## config.mk

```make
export PLATFORM = sky130hd
export DESIGN_NAME = datapath_param
export DESIGN_NICKNAME = d
export VERILOG_FILES = /design/src/rtl/datapath_param.sv
export SDC_FILE = /design/constraint.sdc
export NUM_CORES = 1
export LEC_CHECK = 0
export ABC_CLOCK_PERIOD_IN_PS = 6900
export CAP_MARGIN = 30
export CORE_MARGIN = 2
export CORE_UTILIZATION = 40
export CTS_BUF_LIST = sky130_fd_sc_hd__clkbuf_4 sky130_fd_sc_hd__clkbuf_8
export CTS_CLUSTER_DIAMETER = 60
export CTS_CLUSTER_SIZE = 12
export DETAILED_ROUTE_END_ITERATION = 10
export PLACE_DENSITY = 0.7
export SYNTH_ARGS = -nofsm -noshare
export SYNTH_HDL_FRONTEND = slang
export SYNTH_SLANG_ARGS = --single-unit
```

## constraint.sdc

```tcl
create_clock -name ph2 -period 6.9 [get_ports ph2]
set_clock_uncertainty 0.05 [all_clocks]
set_input_delay 1.38 -clock ph2 [delete_from_list [all_inputs] [get_ports ph2]]
set_output_delay 1.38 -clock ph2 [all_outputs]
set_load 0.01 [all_outputs]
```

## src/rtl/datapath_param.sv

```systemverilog
// Two-stage ALU datapath with register file, flags, temp carry, forwarding and a program counter.
// Define DPATH_DECIMAL_EN to turn op 8 into a packed-BCD add; otherwise op 8 is a plain ADD.
module datapath_param #(
  parameter int WIDTH    = 8,
  parameter int NREGS    = 4,
  parameter int PC_WIDTH = 16
) (
  input  logic                     ph2,
  input  logic                     reset,
  input  logic                     op_valid,
  output logic                     op_ready,
  input  logic [3:0]               op_code,
  input  logic [$clog2(NREGS)-1:0] op_dst,
  input  logic [$clog2(NREGS)-1:0] op_srca,
  input  logic [$clog2(NREGS)-1:0] op_srcb,
  input  logic [WIDTH-1:0]         op_imm,
  input  logic                     op_imm_sel,
  input  logic                     op_wen,
  input  logic                     op_setflags,
  input  logic [1:0]               carry_sel,
  input  logic                     stall,
  output logic                     res_valid,
  output logic [WIDTH-1:0]         res_data,
  output logic [3:0]               flags,
  output logic [PC_WIDTH-1:0]      pc,
  input  logic                     pc_inc,
  input  logic                     pc_load,
  input  logic [PC_WIDTH-1:0]      pc_load_val
);

  localparam int IW = $clog2(NREGS);

  localparam logic [3:0] OP_ADD    = 4'd0;
  localparam logic [3:0] OP_SUB    = 4'd1;
  localparam logic [3:0] OP_AND    = 4'd2;
  localparam logic [3:0] OP_OR     = 4'd3;
  localparam logic [3:0] OP_XOR    = 4'd4;
  localparam logic [3:0] OP_SHL    = 4'd5;
  localparam logic [3:0] OP_SHR    = 4'd6;
  localparam logic [3:0] OP_PASSB  = 4'd7;
  localparam logic [3:0] OP_DECADD = 4'd8;

  logic [WIDTH-1:0] regs [NREGS];
  logic             tcarry;

  logic             s1_valid;
  logic [3:0]       s1_code;
  logic [IW-1:0]    s1_dst;
  logic             s1_wen;
  logic             s1_setflags;
  logic [1:0]       s1_csel;
  logic [WIDTH-1:0] s1_a;
  logic [WIDTH-1:0] s1_b;

  logic             cin;
  logic [WIDTH-1:0] b_eff;
  logic [WIDTH:0]   sum;
  logic             ovf;
  logic [WIDTH-1:0] alu_res;
  logic             alu_co;
  logic             has_c;
  logic             has_v;
  logic [WIDTH-1:0] opnd_a;
  logic [WIDTH-1:0] opnd_b;

  assign op_ready = reset & ~stall;

  // Carry-in is read while the op sits in S1, so it already sees the previous op's commit.
  always_comb begin
    case (s1_csel)
      2'd0:    cin = flags[1];
      2'd1:    cin = 1'b0;
      2'd2:    cin = 1'b1;
      default: cin = tcarry;
    endcase
  end

  assign b_eff = (s1_code == OP_SUB) ? ~s1_b : s1_b;
  assign sum   = {1'b0, s1_a} + {1'b0, b_eff} + {{WIDTH{1'b0}}, cin};
  assign ovf   = (s1_a[WIDTH-1] == b_eff[WIDTH-1]) && (sum[WIDTH-1] != s1_a[WIDTH-1]);

`ifdef DPATH_DECIMAL_EN
  logic [WIDTH-1:0] dec_res;
  logic             dec_co;
  logic [4:0]       nib;
  logic             dig_c;

  // Digit-serial BCD add; V still reports the binary signed overflow of the same operands.
  always_comb begin
    dec_res = '0;
    dig_c   = cin;
    nib     = '0;
    for (int i = 0; i < WIDTH / 4; i++) begin
      nib = {1'b0, s1_a[4*i +: 4]} + {1'b0, s1_b[4*i +: 4]} + {4'b0000, dig_c};
      if (nib > 5'd9) begin
        nib   = nib + 5'd6;
        dig_c = 1'b1;
      end else begin
        dig_c = 1'b0;
      end
      dec_res[4*i +: 4] = nib[3:0];
    end
    dec_co = dig_c;
  end
`endif

  always_comb begin
    alu_res = s1_a;
    alu_co  = 1'b0;
    has_c   = 1'b0;
    has_v   = 1'b0;
    case (s1_code)
      OP_ADD, OP_SUB: begin
        alu_res = sum[WIDTH-1:0];
        alu_co  = sum[WIDTH];
        has_c   = 1'b1;
        has_v   = 1'b1;
      end
      OP_AND:   alu_res = s1_a & s1_b;
      OP_OR:    alu_res = s1_a | s1_b;
      OP_XOR:   alu_res = s1_a ^ s1_b;
      OP_SHL: begin
        alu_res = {s1_a[WIDTH-2:0], cin};
        alu_co  = s1_a[WIDTH-1];
        has_c   = 1'b1;
      end
      OP_SHR: begin
        alu_res = {cin, s1_a[WIDTH-1:1]};
        alu_co  = s1_a[0];
        has_c   = 1'b1;
      end
      OP_PASSB: alu_res = s1_b;
      OP_DECADD: begin
`ifdef DPATH_DECIMAL_EN
        alu_res = dec_res;
        alu_co  = dec_co;
`else
        alu_res = sum[WIDTH-1:0];
        alu_co  = sum[WIDTH];
`endif
        has_c   = 1'b1;
        has_v   = 1'b1;
      end
      default: ;
    endcase
  end

  // The S1 result is written at the same edge the next op latches, so forward it.
  assign opnd_a = (s1_valid && s1_wen && (op_srca == s1_dst)) ? alu_res : regs[op_srca];
  assign opnd_b = op_imm_sel ? op_imm :
                  ((s1_valid && s1_wen && (op_srcb == s1_dst)) ? alu_res : regs[op_srcb]);

  always_ff @(posedge ph2 or negedge reset) begin
    if (!reset) begin
      s1_valid    <= 1'b0;
      s1_code     <= '0;
      s1_dst      <= '0;
      s1_wen      <= 1'b0;
      s1_setflags <= 1'b0;
      s1_csel     <= '0;
      s1_a        <= '0;
      s1_b        <= '0;
      res_valid   <= 1'b0;
      res_data    <= '0;
      flags       <= '0;
      tcarry      <= 1'b0;
      for (int i = 0; i < NREGS; i++) regs[i] <= '0;
    end else if (!stall) begin
      s1_valid <= op_valid;
      if (op_valid) begin
        s1_code     <= op_code;
        s1_dst      <= op_dst;
        s1_wen      <= op_wen;
        s1_setflags <= op_setflags;
        s1_csel     <= carry_sel;
        s1_a        <= opnd_a;
        s1_b        <= opnd_b;
      end
      res_valid <= s1_valid;
      if (s1_valid) begin
        res_data <= alu_res;
        if (s1_wen) regs[s1_dst] <= alu_res;
        if (has_c) tcarry <= alu_co;
        if (s1_setflags)
          flags <= {alu_res[WIDTH-1], (alu_res == '0),
                    (has_c ? alu_co : flags[1]), (has_v ? ovf : flags[0])};
      end
    end
  end

  // The PC runs free of the pipeline stall.
  always_ff @(posedge ph2 or negedge reset) begin
    if (!reset)       pc <= '0;
    else if (pc_load) pc <= pc_load_val;
    else if (pc_inc)  pc <= pc + 1'b1;
  end

endmodule

```

==> impl_metrics.csv <==
group,metric,value,unit
worst_setup_path,critPathArrivalTime,4.94,ns
placed_design,hpwlAfterDp,11400,um
global_route,grt_max_degree,72,
timing,final_max_slew_viol_count,0,
drt,drt-total-wl,15300,um
drt,antenna_left,0,
outcome,outcome,"completed",
finish,diodes,0,
floorplan,die_h,124,um
timing,finalHoldViolCount,0,
cts,h-tree-depth,3,
finish,areaGrowthSynthToFinish,18.0,%
global_route,grt_first_pass_wirelength,25000,um
finish,area.sequential,2230,sq um
logic_synthesis,synth_cell_types,61,
floorplan,num_rows,43,
power,leakagePower,2.87,nW
finish,final_util,48.7,%
worst_hold_path,min_to,"s1_csel[0]",
logic_synthesis,synthArstFlopShare,100,%
timing,setup_ws,2.21,ns
logic_synthesis,ys.warnings.count,0,
worst_setup_path,cpPeakStageDelay,0.94,ns
logic_synthesis,synth_top_area_cell,"dfrtp_1",
worst_hold_path,hp-start,"s1_csel[0]",
logic_synthesis,ys_seq_elements,89,
worst_setup_path,path_buf_inv,1,
cts,cts_root_buffer,"clkbuf_8",
worst_setup_path,critical_path.max_fanout,27,
placed_design,place.gp.congestion,0.928,
cts,cts_tree,"yes",
power,finalPower,2.07,mW
logic_synthesis,yosysSeqAreaShare,38.6,%
finish,drive_above_1_share,12.7,%
timing,period_needed,4.69,ns
global_route,grt_pass1_vias,4784,
logic_synthesis,synthCells,598,
power,irDropWorstVdd,0.000126,V
worst_setup_path,path_cells,"nand2b_1 > nor2_1 > xnor2_1 > fa_1 > inv_1 > fa_1 > nand2b_1 > a31oi_1 > a41oi_4 > a2111oi_2 > nand3_1 > or4_1 > o21ai_1",
logic_synthesis,yosysTopAreaCellShare,38.6,%
placed_design,pre_cts_ws,2.25,ns
cts,ctsResizeCount,0,
finish,multi_input_area,3280,sq um
worst_setup_path,reg2reg_to,"flags[2]",
worst_setup_path,reg2reg_from,"s1_code[0]",
placed_design,placed_area,6630,sq um
worst_setup_path,r2r_slack,2.21,ns
global_route,grt_overflow,0,
worst_setup_path,path_delay_family,"simple AND/OR/NAND/NOR gates",
drt,drt-pass1-iter-count,5,
finish,final_area,6810,sq um
drt,viasPerCell,5.59,
timing,max_freq,213,MHz
worst_hold_path,hold_depth,2,
run,max_cap_viol_count,0,
logic_synthesis,synth-edff-count,0,
timing,worstMarginPinSlew,1.04,ns
global_route,grtUsageTotal,21.3,%
worst_setup_path,slowest_stage,"dfrtp_1",
floorplan,start_util,41.3,%
cts,ctsHoldBuffers,0,
worst_setup_path,cp.required,7.15,ns
worst_setup_path,endpoint_kind,"flip-flop",
worst_setup_path,crit_path_start_kind,"flip-flop",
cts,cts_buffers,9,
cts,clock_latency,0.38,ns
floorplan,die_area,15400,sq um
logic_synthesis,synth_area,5780,sq um
logic_synthesis,ys.flop_type,"dfrtp_1",
power,power.density,304,nW/um^2
worst_setup_path,cp_num_cells,13,
worst_setup_path,worstSetupPathType,"flip-flop to flip-flop",
logic_synthesis,synthTopCellsByArea,"dfrtp_1 (39%), mux4_2 (7.0%), nand2_1 (6.4%), mux2_2 (5.5%), ha_1 (5.2%)",
placed_design,port_buffers,74,
logic_synthesis,syn_nets,669,
timing,relSlewSlack,30.4,%
timing,rsz0062_at_grt,"false",
logic_synthesis,avgSynthCellArea,9.66,sq um
drt,drtIter0Drc,346,
worst_hold_path,hp-class,"flip-flop to flip-flop",
floorplan,ios,75,
worst_setup_path,rr_worst_depth,13,
finish,num-fill-cells,1327,
cts,clkSlewWorstSetupHoldPaths,0.10,ns
cts,clock_sinks,89,
drt,wl_per_cell,18.2,um
global_route,antenna_found_initial,0,
cts,post_cts_buffers,0,
finish,finalNetCount,726,
cts,clk_path_buf_depth,2,
floorplan,core,14000,sq um
drt,vias,4694,
timing,period_share,68.0,%
timing,setup_tns,0,ns
timing,setup_viol,0,
floorplan,die_x,124,um
drt,route.detailed.drc,0,
[worst register-to-register path, stage by stage (launching register included)]
cell and delay, ns:
dfrtp_1 0.94, nand2b_1 0.30, nor2_1 0.69, xnor2_1 0.23, fa_1 0.24, inv_1 0.06
fa_1 0.37, nand2b_1 0.20, a31oi_1 0.28, a41oi_4 0.22, a2111oi_2 0.28, nand3_1 0.10
or4_1 0.50, o21ai_1 0.15
[final cells by class]
cell class,instances,area share (%)
sequential,89,32.7
clock inverter,5,0.551
timing repair buffer,79,11.7
clock buffer,11,2.13
multi-input combinational,448,48.1
inverter,28,1.54
tap,180,3.31
[registers in the layout, summed over array words and instances (netlist names), 2 cells and up]
signal	cells
s1_dst	2
flags	4
s1_code	4
s1_b	8
pc	16
s1_csel	2
regs	32
s1_a	8
res_data	8
[metal layers]
layer	up-vias	track usage [%]	part of all wire, %
met5	-	0	0
met4	0	8.92	2.5
met3	24	2.34	3.4
met2	112	36.6	51
met1	2336	27.3	43
li1	2222	-	-
[where the power goes]
part           total [mW]  internal, mW  switching [mW]
clock               0.345         0.147           0.198
sequential          0.847         0.674           0.173
combinational       0.878         0.445           0.432
total                2.07          1.27           0.803
[stage by stage]
stage	hold slack (ns)	std cells
after global placement	0.411	823
final	0.435	840
after detailed placement	0.420	824
after floorplan	0.389	598
after global routing	0.480	840
after CTS	0.444	840
[layout by cell type, fill, tap and decap left out, drive strengths merged, types with 18 or more instances in the layout]
cell	netlist	final
a21oi	18	18
clkdlybuf4s50	0	73
dfrtp	89	89
ha	24	24
inv	27	29
mux2	28	28
mux4	18	18
nand2	98	98
nor2	31	31
o21ai	55	55
[worst max path at each step]
| stage | from | slack [ns] | endpoint |
|---|---|---|---|
| CTS | s1_code[0] | 2.20 | flags[2] |
| global route | s1_code[0] | 1.67 | s1_b[6] |
| detailed placement | s1_code[0] | 2.25 | flags[2] |
| global placement | s1_code[0] | 2.34 | flags[2] |
| finish | s1_code[0] | 2.21 | flags[2] |
| floorplan | s1_code[1] | 3.12 | flags[2] |
[logic make-up after synthesis]
| family | synth area share, % |
|---|---|
| buf+inv | 4.74 |
| simple gates | 16.6 |
| mux | 15.4 |
| flops | 38.6 |
| compound gates | 14.4 |
| fa+ha+maj | 5.89 |
| xor+xnor | 4.40 |
[synth_stat cells (4+ instances only)]
cell type and number:
nand3_1 10, ha_1 24, and3b_1 4, o211ai_1 4, nand2b_1 7, and3_1 4, a21oi_1 18, a211oi_1 7
xor2_1 12, inv_1 26, and2_1 4, mux4_2 18, o22ai_1 10, mux2i_1 17, o31ai_1 6, o21ai_0 53
a31oi_1 7, xnor2_1 17, nor2b_1 11, nand2_1 98, or2_2 4, nand4_1 4, dfrtp_1 89, mux2_2 28
nor2_1 31, clkbuf_1 20, buf_2 6, nor3_1 7, buf_6 4, a22oi_1 4
No activity file was read; power rests on OpenSTA's default activity.
